`src/rtl/gray_rdptr_16_long_pkg.sv`:
```
// Shared Gray-code definitions for the 16-state, 5-bit PCS elastic-buffer pointers.
// The write-side counter and the read-side tracker both use these constants and
// conversions, so the two sides always agree on the code set.
package pcs_gray_pkg;

   localparam logic [4:0] G0  = 5'b00000;
   localparam logic [4:0] G1  = 5'b00001;
   localparam logic [4:0] G2  = 5'b00011;
   localparam logic [4:0] G3  = 5'b00010;
   localparam logic [4:0] G4  = 5'b00110;
   localparam logic [4:0] G5  = 5'b00111;
   localparam logic [4:0] G6  = 5'b00101;
   localparam logic [4:0] G7  = 5'b00100;
   localparam logic [4:0] G8  = 5'b01100;
   localparam logic [4:0] G9  = 5'b01101;
   localparam logic [4:0] G10 = 5'b01111;
   localparam logic [4:0] G11 = 5'b01110;
   localparam logic [4:0] G12 = 5'b01010;
   localparam logic [4:0] G13 = 5'b01011;
   localparam logic [4:0] G14 = 5'b01001;
   localparam logic [4:0] G15 = 5'b01000;

   typedef enum logic {
      ST_RUN   = 1'b0,
      ST_FAULT = 1'b1
   } rd_state_t;

   // Decode the low four Gray bits; bit4 carries no weight and is policed separately.
   function automatic logic [3:0] gray5_to_bin4(input logic [4:0] g);
      logic [3:0] b;
      b[3] = g[3];
      b[2] = b[3] ^ g[2];
      b[1] = b[2] ^ g[1];
      b[0] = b[1] ^ g[0];
      return b;
   endfunction

   // Encode a binary index into the 5-bit code set (bit4 always 0).
   function automatic logic [4:0] bin4_to_gray5(input logic [3:0] b);
      return {1'b0, b ^ (b >> 1)};
   endfunction

endpackage

```
`src/rtl/gray_rdptr_16_long_if.sv`:
```
// Bus between the synchronized write-pointer side / read consumer and the
// read-pointer tracker. The master drives pointer and requests, the slave
// (the tracker) returns read status and its own Gray pointer.
interface gray_rdptr_16_long_if #(
   parameter int ERR_CNT_W = 8
);
   logic [4:0]           wptr_gray;
   logic                 rd_req;
   logic                 resync;
   logic                 rd_ack;
   logic [3:0]           rd_addr;
   logic [4:0]           rptr_gray;
   logic [3:0]           level;
   logic                 empty;
   logic                 fault;
   logic [ERR_CNT_W-1:0] err_cnt;

   modport master (
      output wptr_gray, rd_req, resync,
      input  rd_ack, rd_addr, rptr_gray, level, empty, fault, err_cnt
   );

   modport slave (
      input  wptr_gray, rd_req, resync,
      output rd_ack, rd_addr, rptr_gray, level, empty, fault, err_cnt
   );
endinterface

```
`src/rtl/gray_rdptr_16_long_step_chk.sv`:
```
// Combinational step policer: decodes the incoming Gray pointer and flags
// whether it is a legal hold or single forward step from the last sampled value.
module gray16_step_chk
   import pcs_gray_pkg::*;
(
   input  logic [4:0] wptr_gray,
   input  logic [3:0] wbin,
   output logic [3:0] d_in,
   output logic       legal
);
   logic [3:0] delta;

   assign d_in  = gray5_to_bin4(wptr_gray);
   // Mod-16 distance; 0 means the writer held, 1 means it advanced one code.
   assign delta = d_in - wbin;
   assign legal = !wptr_gray[4] && (delta <= 4'd1);
endmodule

```
`src/rtl/gray_rdptr_16_long.sv`:
```
// Read-side pointer tracker for the 16-entry PCS elastic buffer. Samples the
// synchronized Gray write pointer, keeps the binary read pointer and its Gray
// image for the writer, accepts reads, and latches a fault on illegal pointer
// steps until resync realigns the read pointer to the writer.
module gray_rdptr_16_long
   import pcs_gray_pkg::*;
#(
   parameter int ERR_CNT_W = 8
) (
   input  logic                  clk,
   input  logic                  reset,
   gray_rdptr_16_long_if.slave   bus
);
   logic [4:0]           wg_q;
   logic [3:0]           rbin;
   logic [4:0]           rptr_gray_q;
   logic                 rd_ack_q;
   rd_state_t            state;
   logic [ERR_CNT_W-1:0] err_cnt_q;

   logic [3:0]           wbin;
   logic [3:0]           d_in;
   logic                 legal;
   logic [3:0]           level;
   logic                 empty;
   logic                 in_run;
   logic                 rd_accept;
   logic [3:0]           rbin_inc;

   gray16_step_chk u_step_chk (
      .wptr_gray (bus.wptr_gray),
      .wbin      (wbin),
      .d_in      (d_in),
      .legal     (legal)
   );

   assign wbin     = gray5_to_bin4(wg_q);
   assign level    = wbin - rbin;
   assign in_run   = (state == ST_RUN);
   assign empty    = (level == 4'd0) || !in_run;
   assign rbin_inc = rbin + 4'd1;

   // A read is taken only in RUN, with data present, and not on a cycle that
   // either faults (illegal step) or realigns the pointer (resync).
   assign rd_accept = bus.rd_req && !empty && in_run && !bus.resync && legal;

   // Pointer tracking, read acceptance and the RUN/FAULT state machine.
   always_ff @(posedge clk or posedge reset) begin
      if (reset) begin
         wg_q        <= G0;
         rbin        <= 4'd0;
         rptr_gray_q <= G0;
         rd_ack_q    <= 1'b0;
         state       <= ST_RUN;
         err_cnt_q   <= '0;
      end else begin
         wg_q     <= bus.wptr_gray;
         rd_ack_q <= rd_accept;
         if (bus.resync) begin
            // Realign to the pointer sampled on this same edge; overrides a fault.
            rbin        <= d_in;
            rptr_gray_q <= bin4_to_gray5(d_in);
            state       <= ST_RUN;
         end else if (in_run) begin
            if (!legal) begin
               state <= ST_FAULT;
               if (err_cnt_q != '1)
                  err_cnt_q <= err_cnt_q + ERR_CNT_W'(1);
            end else if (rd_accept) begin
               rbin        <= rbin_inc;
               rptr_gray_q <= bin4_to_gray5(rbin_inc);
            end
         end
      end
   end

   assign bus.rd_ack    = rd_ack_q;
   assign bus.rd_addr   = rbin;
   assign bus.rptr_gray = rptr_gray_q;
   assign bus.level     = level;
   assign bus.empty     = empty;
   assign bus.fault     = !in_run;
   assign bus.err_cnt   = err_cnt_q;
endmodule

```
`src/flat_wrapper.sv`:
```
// flat-port wrapper written by rule: the top's interface ports become plain ports
module gray_rdptr_16_long_flat import pcs_gray_pkg::*;
#(
   parameter int ERR_CNT_W = 8
)
  (clk, reset, bus_wptr_gray, bus_rd_req, bus_resync, bus_rd_ack, bus_rd_addr, bus_rptr_gray, bus_level, bus_empty, bus_fault, bus_err_cnt);
  gray_rdptr_16_long_if #(.ERR_CNT_W(ERR_CNT_W)) bus_i ();
  input  logic clk;
  input  logic reset;
  input wire logic [$bits(bus_i.wptr_gray)-1:0] bus_wptr_gray;
  input wire logic [$bits(bus_i.rd_req)-1:0] bus_rd_req;
  input wire logic [$bits(bus_i.resync)-1:0] bus_resync;
  output wire logic [$bits(bus_i.rd_ack)-1:0] bus_rd_ack;
  output wire logic [$bits(bus_i.rd_addr)-1:0] bus_rd_addr;
  output wire logic [$bits(bus_i.rptr_gray)-1:0] bus_rptr_gray;
  output wire logic [$bits(bus_i.level)-1:0] bus_level;
  output wire logic [$bits(bus_i.empty)-1:0] bus_empty;
  output wire logic [$bits(bus_i.fault)-1:0] bus_fault;
  output wire logic [$bits(bus_i.err_cnt)-1:0] bus_err_cnt;
  assign bus_i.wptr_gray = bus_wptr_gray;
  assign bus_i.rd_req = bus_rd_req;
  assign bus_i.resync = bus_resync;
  assign bus_rd_ack = bus_i.rd_ack;
  assign bus_rd_addr = bus_i.rd_addr;
  assign bus_rptr_gray = bus_i.rptr_gray;
  assign bus_level = bus_i.level;
  assign bus_empty = bus_i.empty;
  assign bus_fault = bus_i.fault;
  assign bus_err_cnt = bus_i.err_cnt;
  gray_rdptr_16_long #(.ERR_CNT_W(ERR_CNT_W)) u_core (.clk(clk), .reset(reset), .bus(bus_i));
endmodule
```
`config.mk`:
```
export PLATFORM = sky130hd
export DESIGN_NAME = gray_rdptr_16_long_flat
export DESIGN_NICKNAME = d
export VERILOG_FILES = /design/src/rtl/gray_rdptr_16_long_pkg.sv /design/src/rtl/gray_rdptr_16_long_if.sv /design/src/rtl/gray_rdptr_16_long_step_chk.sv /design/src/rtl/gray_rdptr_16_long.sv /design/src/flat_wrapper.sv
export SDC_FILE = /design/constraint.sdc
export NUM_CORES = 1
export LEC_CHECK = 0
export ABC_AREA = 1
export BUFFER_PORTS_ARGS = -buffer_cell sky130_fd_sc_hd__buf_4
export CORE_MARGIN = 2
export CORE_UTILIZATION = 45
export DETAILED_ROUTE_END_ITERATION = 8
export HOLD_SLACK_MARGIN = 0.1
export PLACE_DENSITY_LB_ADDON = 0.15
export SYNTH_ARGS = -nofsm -noshare
export SYNTH_HDL_FRONTEND = slang
export SYNTH_HIERARCHICAL = 1
export SYNTH_SLANG_ARGS = --single-unit
```
`constraint.sdc`:
```
create_clock -name clk -period 3 [get_ports clk]
set_input_delay 0.45 -clock clk [delete_from_list [all_inputs] [get_ports clk]]
set_output_delay 0.45 -clock clk [all_outputs]
set_load 0.02 [all_outputs]
```
After elaboration in Yosys (flattened, before gate mapping)
Cells that the tools add are included.
Cells by class
  add/subtract/negate cells: 4
  order comparisons: 1
  equal/unequal tests: 2
  muxes and demuxes: 11
  bitwise operators: 11
  reduce and logical (&&, ||, !) cells: 14
Operator list (number)
  2-to-1 mux 5 bit: 4
  2-to-1 mux 4 bit: 4
  adder 8 x 1 -> 8 bit, second input constant: 1
  != test 8 bit, second input constant: 1
  subtractor 4 bit: 2
  bitwise XOR 4 x 3 -> 4 bit: 2
  bitwise XOR 1 bit: 6
  logical AND 1 bit: 5
  adder 4 x 1 -> 4 bit, second input constant: 1
  <= comparator 4 x 1 -> 1 bit, second input constant: 1
  zero test 4 bit: 1
  AND reduction 4 bit: 1
  nonzero test 2 bit: 2
  zero test 1 bit: 3
  2-to-1 mux 1 bit: 3
  NOT 1 bit: 3
  AND reduction 3 bit: 1
  != test 2 bit, second input constant: 1
  logical OR 1 bit: 1
Word-level totals
  flip-flop bits (word level): 23
  input bits: 9
  output and inout port bits: 24
  logic and storage cells: 49

Logic depth before layout (Yosys ltp)
Gate-level depths: netlist of the first run.
  word-level depth: 15
  mapped depth: 19

By module
The synthesis of the first run kept the hierarchy.
By module, submodules not included
  gray_rdptr_16_long: instances 1, cells an instance 174, area an instance 1306.3 um2, sequential area each 525.5 um2
  gray16_step_chk: instances 1, cells an instance 39, area an instance 221.5 um2, sequential area each 0.0 um2

Least setup slack after synthesis of the first run
No wires, ideal clock.
  kind: reg2out
  start: register u_core.wg_q[3]
  end: output port bus_empty
  arrival time: 2.286 ns
  required time: 2.550 ns
  slack: 0.264 ns
  cell stages (with the launch flop): 12
  path buffers: 0
  path through: dfrtp_1 > xor2_2 > xor2_2 > xor2_2 > inv_2 > ha_1 > fa_1 > nand2_1 > nand2_1 > nor2_1 > nand3_1 > nand2_1
Between the ends
  word-level cells in the longest chain between the ends: 6
RTL lines
  start: declaration: line gray_rdptr_16_long.sv:14  | logic [4:0] wg_q;
  start signal: assignment: line gray_rdptr_16_long.sv:57  | wg_q <= bus.wptr_gray;
  bitwise XOR 1 bit: line gray_rdptr_16_long_pkg.sv:32  | b[2] = b[3] ^ g[2];
  net u_core.wbin[2]: line gray_rdptr_16_long.sv:21  | logic [3:0] wbin;
  bitwise XOR 1 bit: line gray_rdptr_16_long_pkg.sv:33  | b[1] = b[2] ^ g[1];
  bitwise XOR 1 bit: line gray_rdptr_16_long_pkg.sv:34  | b[0] = b[1] ^ g[0];
  net u_core.wbin[0]: line gray_rdptr_16_long.sv:21
  subtractor 4 bit: line gray_rdptr_16_long.sv:38  | assign level = wbin - rbin;
  net bus_level[2]: line flat_wrapper.sv:16  | output wire logic [$bits(bus_i.level)-1:0] bus_level;
  zero test 4 bit: line gray_rdptr_16_long.sv:40  | assign empty = (level == 4'd0) || !in_run;
  logical OR 1 bit: line gray_rdptr_16_long.sv:40
  end: declaration: line flat_wrapper.sv:17  | output wire logic [$bits(bus_i.empty)-1:0] bus_empty;
The timed path passes the listed nets, and every way through them passes these cells.

Worst setup path after layout of the first run
  start: register u_core.wg_q[2]
  end: output port bus_empty
Between the ends
  word-level cells in the longest chain between the ends: 6
RTL lines (line)
  bitwise XOR 1 bit: gray_rdptr_16_long_pkg.sv:32
  net u_core.wbin[2]: gray_rdptr_16_long.sv:21
  bitwise XOR 1 bit: gray_rdptr_16_long_pkg.sv:33
  bitwise XOR 1 bit: gray_rdptr_16_long_pkg.sv:34
  net u_core.wbin[0]: gray_rdptr_16_long.sv:21
  subtractor 4 bit: gray_rdptr_16_long.sv:38
  zero test 4 bit: gray_rdptr_16_long.sv:40
  logical OR 1 bit: gray_rdptr_16_long.sv:40
The timed path passes the listed nets, and every way through them passes these cells.

==> results.md, run 1 <==
- Dpl hpwl: 2400 um
- Slew Limit Headroom: 0.447
- Crit Path Class: reg -> out
- Placed Instance Area: 1790 um^2
- Final Net Count: 268
- Sequential area share after synthesis: 0.344
- Global route total overflow: 0
- Synth cell types: 27
- Global Route Usage Sum: 0.177
- Share of the synthesized area in the top cell type: 0.344
- Worst Path Max Fanout: 2
- Min-delay worst type: in -> reg
- Clock latency on the worst-skew pair: 0.31 ns
- CTS root buf: clkbuf_4
- IO Pins: 33
- Mapped Cells: 213
- Core Region: 3310 um^2
- Worst Path Required: 2.55 ns
- Status: finished, violations left
- Max Cap Violations: 0
- Die ar.: 3880 um^2
- Pre-CTS WS: 0.0655 ns
- Setup ws final: -0.00103 ns
- Fmax achieved: 333 MHz
- Max VDD drop: 388 uV
- Clock transition at path regs: 0.13 ns
- Port Buf Inserts: 31
- Starting Density: 0.461
- Failing checks: setup timing
- Drt drc: 0
- Die W: 62.3 um
- Synth area leaders: dfrtp_1 (34%), nand2_1 (17%), inv_1 (8.6%)
- Antenna diodes: 0
- Post-synthesis net count: 232
- RSZ-0062 raised after global routing: yes
- Layout cell share with drive strength beyond 1: 0.250
- Largest net degree at the start of global routing: 22
- Number of fill cells: 337
- DR pass1 iterations: 4
- Cell Rows: 21
- Fin crit share: 1.00
- Final setup fails: 1
- CTS buffer count: 3
- Yosys warnings: 6
- First-pass GRT wire length: 5620 um
- Area leader, netlist: dfrtp_1
- Lkg Pwr: 0.00107 uW
- CP startpoint kind: register
- Chip Height: 62.3 um
- Slew Viols, Final: 0
- Routed wire length per instance: 10.5 um
- Clock Sinks: 21
- Vias in the first global route: 1267
- Total number of vias: 1371
- Via density: 4.66
- Hold slack: 0.249 ns
- Post-Route WL: 3100 um
- Starting DRT DRC Count: 65
- RD Place Congestion: 0.835
- Number of synthesized register bits: 21
- Avg Inst Size Synth: 7.17 um^2
- Fin. Hold Viols: 0
- CTS Hold Bufs: 0
- Post-Syn Area: 1530 um^2
- Worst Tran Pin Value: 0.828 ns
- Initial antenna violation count: 0
- CP arrival: 2.55 ns
- Clk_skew: 0.00250 ns
- Setup crit end kind: primary output
- Min Tclk post-route: 3.00 ns
- Detail Route Antenna Nets: 0
- CTS tree: built
- Clock buffer depth: 2
- Number of H-tree levels: 1
- Final Cell Area: 1900 um^2
- Pwr Density: 617 nW/um^2
- P&R area growth vs syn: 24.2%
==> metrics by stage <==
step                std cells  TNS [ns]  power, uW   util
floorplan                 213         0        790      -
global placement          285         0        988  0.540
detailed placement        285         0        992  0.540
CTS                       294   -0.0399       1170  0.566
global route              294    -0.188       1280  0.573
finish                    294  -0.00103       1170  0.573
==> cell families after synthesis <==
group | count (synthesis) | share of synthesized area
AOI/OAI and AO/OA | 17 | 0.0639
buffers and inverters | 44 | 0.116
and+or+nand+nor | 111 | 0.315
other | 1 | 0.00245
adders and majority gates | 10 | 0.0917
xor gates and xnor gates | 9 | 0.0663
DFF | 21 | 0.344
==> Yosys cell counts <==
master and count:
inv_1 35, a31oi_1 1, nor2_1 9, o21ai_0 8, nand3b_2 1, o21ai_4 1, xor2_1 5, ha_1 8
nand4_1 1, inv_2 4, buf_4 3, dfrtp_1 21, conb_1 1, or2_1 1, nand2_2 6, buf_2 1
a21oi_1 5, nand3b_1 2, nand2_1 68, o21ai_1 2, fa_1 2, and3_1 1, nor3_1 4, clkbuf_1 1
xnor2_1 1, nand3_1 18, xor2_2 3
==> power breakdown <==
part	total [uW]	switching (uW)	internal (uW)	leakage, uW
combinational	620	362	259	0.000786
clock	148	97.7	49.9	0.0000177
sequential	403	62.7	340	0.000263
total	1170	522	648	0.00107
==> final timing paths <==
path	cells after the start	endpoint	slack (ns)	start
worst min-delay path	1	u_core/wg_q[1]$_DFF_PP0_	0.25	bus_wptr_gray[1]
max in group asynchronous	2	u_core/wg_q[1]$_DFF_PP0_	2.21	reset
min in group asynchronous	2	u_core/bus.rd_ack$_DFF_PP0_	0.28	reset
worst max-delay path	11	bus_empty	-0.001	u_core/wg_q[2]$_DFF_PP0_
worst min register to register	2	u_core/bus.rptr_gray[2]$_DFFE_PP0P_	0.52	u_core/bus.rptr_gray[2]$_DFFE_PP0P_
worst max register to register	15	u_core/bus.err_cnt[6]$_DFFE_PP0P_	0.17	u_core/wg_q[2]$_DFF_PP0_
==> worst max-delay path, cell delays in order (launching register included) <==
cell and delay [ns]:
dfrtp_1 0.43, xor2_2 0.23, xor2_2 0.24, xor2_2 0.19, inv_2 0.07, ha_4 0.16, fa_2 0.53, nand2_2 0.05
nor2_2 0.08, nand3_2 0.08, nand2_2 0.07, buf_6 0.11
==> final cells by class <==
class | count | area (um^2) | share of cell area
Clock buffer | 3 | 22.5 | 0.0119
Inverter | 39 | 146 | 0.0772
Clock inverter | 1 | 5.00 | 0.00264
Tap cell | 46 | 57.6 | 0.0303
Sequential cell | 21 | 526 | 0.277
Timing Repair Buffer | 36 | 274 | 0.144
Multi-Input combinational cell | 148 | 866 | 0.456
==> routing by layer <==
metal	GRT usage	part of all wire	vias to the layer above
li1	-	-	717
met1	0.260	0.50	623
met5	0	0	-
met2	0.283	0.45	29
met3	0.0380	0.046	2
met4	0.00833	0.0039	0
==> registers in the layout (all words and copies together) (netlist names) <==
register	cells
u_core/bus.err_cnt	8
u_core/bus.rptr_gray	4
u_core/wg_q	4
u_core/bus.rd_addr	3
u_core/bus.fault	1
u_core/bus.rd_ack	1
==> cell usage in the layout, fill, tap and decap left out, types with 4 or more instances in the layout <==
cell type,count
dfrtp_1,21
o21ai_0,8
nand2_2,6
inv_1,35
nor3_1,4
buf_4,35
ha_1,7
inv_2,4
nor2_1,8
a21oi_1,4
xor2_1,5
nand2_1,66
nand3_1,17
==> timing repair <==
item / 4_1_cts / 5_1_grt
setup buffers: 5 / 0
resized for setup: 4 / 7
endpoints found under the setup margin: 1 / 15
pin swaps: 5 / 3
No activity file was read; power rests on OpenSTA's default activity.
==> run 2, diff against run 1 <==
--- a/config.mk
+++ b/config.mk
@@ -5,7 +5,6 @@
 export SDC_FILE = /design/constraint.sdc
 export NUM_CORES = 1
 export LEC_CHECK = 0
-export ABC_AREA = 1
 export BUFFER_PORTS_ARGS = -buffer_cell sky130_fd_sc_hd__buf_4
 export CORE_MARGIN = 2
 export CORE_UTILIZATION = 45
==> constraint.sdc (replaced) <==
create_clock -name clk -period 2.9 [get_ports clk]
set_input_delay 0.435 -clock clk [delete_from_list [all_inputs] [get_ports clk]]
set_output_delay 0.435 -clock clk [all_outputs]
set_load 0.02 [all_outputs]
==> results.md, run 2 <==
- EDFF count, synth: 0
- NetSw: 642 uW
- Detail Route Antenna Nets: 0
- Slew Limit Headroom: 0.456
- P_int: 865 uW
- Post-layout util: 0.708
- Largest net degree at the start of global routing: 26
- Count leader, synth: dfrtp_1
- Worst Path Required: 2.47 ns
- Tot Pwr: 1510 uW
- Clock Sinks: 21
- Status: finished, violations left
- Crit path max-delay family: adder cells
- Final setup fails: 17
- Fin. Hold Viols: 0
- Sequential area share after synthesis: 0.354
- Worst Tran Pin Value: 0.816 ns
- CTS buffer count: 3
- Setup crit end kind: primary output
- Setup ws final: -0.246 ns
- Share of the synthesized area in the top cell type: 0.354
- Avg Inst Size Synth: 9.65 um^2
- Initial antenna violation count: 0
- Final Cell Area: 2200 um^2
- DR pass1 iterations: 4
- Synth area leaders: dfrtp_1 (35%), xor2_1 (8.2%), ha_1 (6.7%)
- Drt drc: 0
- Number of H-tree levels: 1
- Part of the power in combinational logic: 0.615
- Most used flip-flop cell after synthesis: dfrtp_1
- Slew Viols, Final: 0
- CTS Hold Bufs: 0
- Crit-path slowest cell: fa_2
- Global Route Usage Sum: 0.210
- Clk pwr share: 0.092
- Total number of vias: 1299
- RD Place Congestion: 0.814
- Clock latency on the worst-skew pair: 0.30 ns
- CTS root buf: clkbuf_4
- Dpl hpwl: 2620 um
- Global route total overflow: 0
- Port Buf Inserts: 31
- Clock transition at path regs: 0.10 ns
- Reg power frac: 0.293
- Starting DRT DRC Count: 63
- Number of flip-flops in the largest register: 8
- Final Net Count: 232
- CP arrival: 2.71 ns
- Pwr Density: 686 nW/um^2
- Post-Syn Area: 1490 um^2
- Synth cell types: 35
- Number of synthesized register bits: 21
- Post-Route WL: 3510 um
- Clk_skew: 0.0100 ns
- Die W: 61.5 um
- Buf+Inv Stages, Crit Path: 3
- Most frequent cells in the layout: buf_4 (53), dfrtp_1 (21), xor2_1 (11)
- Core Region: 3100 um^2
- Mapped Cells: 154
- Vias in the first global route: 1248
- Chip Height: 61.5 um
- Fin crit share: 1.08
- IO Pins: 33
- Yosys warnings: 6
- Routed wire length per instance: 13.7 um
- Cell Rows: 20
- Antenna diodes: 0
- Die ar.: 3780 um^2
- Most frequent cells after synthesis: dfrtp_1 (21), inv_1 (14), xor2_1 (14)
- R2R setup slack: -0.17 ns
- Placed Instance Area: 1980 um^2
- Starting Density: 0.479
- Lkg Pwr: 0.00102 uW
- CTS tree: built
- Max VDD drop: 569 uV
- Crit Path Class: reg -> out
- Min-delay worst type: in -> reg
- Via density: 5.07
- RSZ-0062 raised after global routing: yes
- Sw Share: 0.426
- Max Cap Violations: 0
- Failing checks: setup timing
- Synth async-reset ratio: 1.00
- P&R area growth vs syn: 47.8%
- Layout cell share with drive strength beyond 1: 0.481
- Number of fill cells: 252
- Area leader, netlist: dfrtp_1
- CP startpoint kind: register
- Fmax achieved: 318 MHz
- Crit-path max cell delay: 0.53 ns
- Worst Path Max Fanout: 3
- Commonest non-fill, non-tap cell in the layout: buf_4
- First-pass GRT wire length: 5740 um
- Clock buffer depth: 2
- Post-synthesis net count: 173
- Min Tclk post-route: 3.15 ns
- CP Cell Sequence: xor2_2 > xnor2_2 > xor2_1 > buf_4 > ha_4 > fa_2 > inv_1 > or3_4 > o21ai_4 > buf_6
-- run 2: cell count changes after synthesis, sizes merged, moves of 4 or more --
cell	previous run	this run
o211ai	0	5
xnor2	1	11
nor2b	0	5
xor2	8	14
nand4	1	8
nand3	18	6
o21ai	11	2
or3	0	4
nand2	74	9
inv	39	14
-- run 2: power by group through the flow --
stage	combinational [uW]	sequential, uW	clock (uW)
after floorplan	440	508	0
after global placement	798	436	0
after detailed placement	822	441	0
after CTS	900	439	145
after global routing	1000	453	158
final	927	441	138
-- run 2: cells by family after synthesis --
family / after synthesis / share of synthesized area
AOI/OAI and AO/OA: 20 / 0.124
buffers and inverters: 20 / 0.0631
DFF: 21 / 0.354
xor gates and xnor gates: 25 / 0.147
and+or+nand+nor: 56 / 0.208
other: 1 / 0.00252
adders and majority gates: 10 / 0.0943
muxes: 1 / 0.00758
-- run 2: cell type report --
type,instances,area [um^2],share of cell area
inverters,14,52.6,0.0239
flip-flops and latches,21,526,0.239
well taps,44,55.1,0.0251
clock buffers,4,26.3,0.0120
repair buffers,60,477,0.217
multi-input cells,113,1060,0.483
-- run 2: what timing repair did --
action	in CTS	in global routing
buffers inserted	7	3
endpoints found under the hold margin	0	0
resized for setup	21	8
endpoints found under the setup margin	20	20
pin swaps	25	5
gates cloned	0	0
-- run 2: per-stage QoR --
step / cells / setup TNS, ns / hold WS, ns / setup slack (ns)
after CTS: 253 / -1.77 / 0.260 / -0.268
after global routing: 256 / -4.65 / 0.244 / -0.365
after detailed placement: 244 / -5.82 / 0.484 / -0.419
after global placement: 244 / -4.02 / 0.480 / -0.302
final: 256 / -2.01 / 0.270 / -0.246
after floorplan: 154 / -2.16 / 0.412 / -0.329
-- run 2: worst paths after layout --
path,end,cells after the start,startpoint
worst max-delay path,bus_empty,10,u_core/wg_q[2]$_DFF_PP0_
worst min-delay path,u_core/wg_q[1]$_DFF_PP0_,1,bus_wptr_gray[1]
worst max register to register,u_core/bus.rptr_gray[0]$_DFFE_PP0P_,13,u_core/wg_q[2]$_DFF_PP0_
worst min register to register,u_core/bus.err_cnt[7]$_DFFE_PP0P_,1,u_core/bus.err_cnt[7]$_DFFE_PP0P_
max in group asynchronous,u_core/bus.err_cnt[3]$_DFFE_PP0P_,2,reset
min in group asynchronous,u_core/bus.rd_ack$_DFF_PP0_,2,reset
-- run 2: metal layers --
metal,global-route usage,vias up,wire length (um)
met1,0.261,625,1410
met3,0.0378,2,110
met5,0,-,0
met2,0.380,27,1970
li1,-,645,-
met4,0.0456,0,15
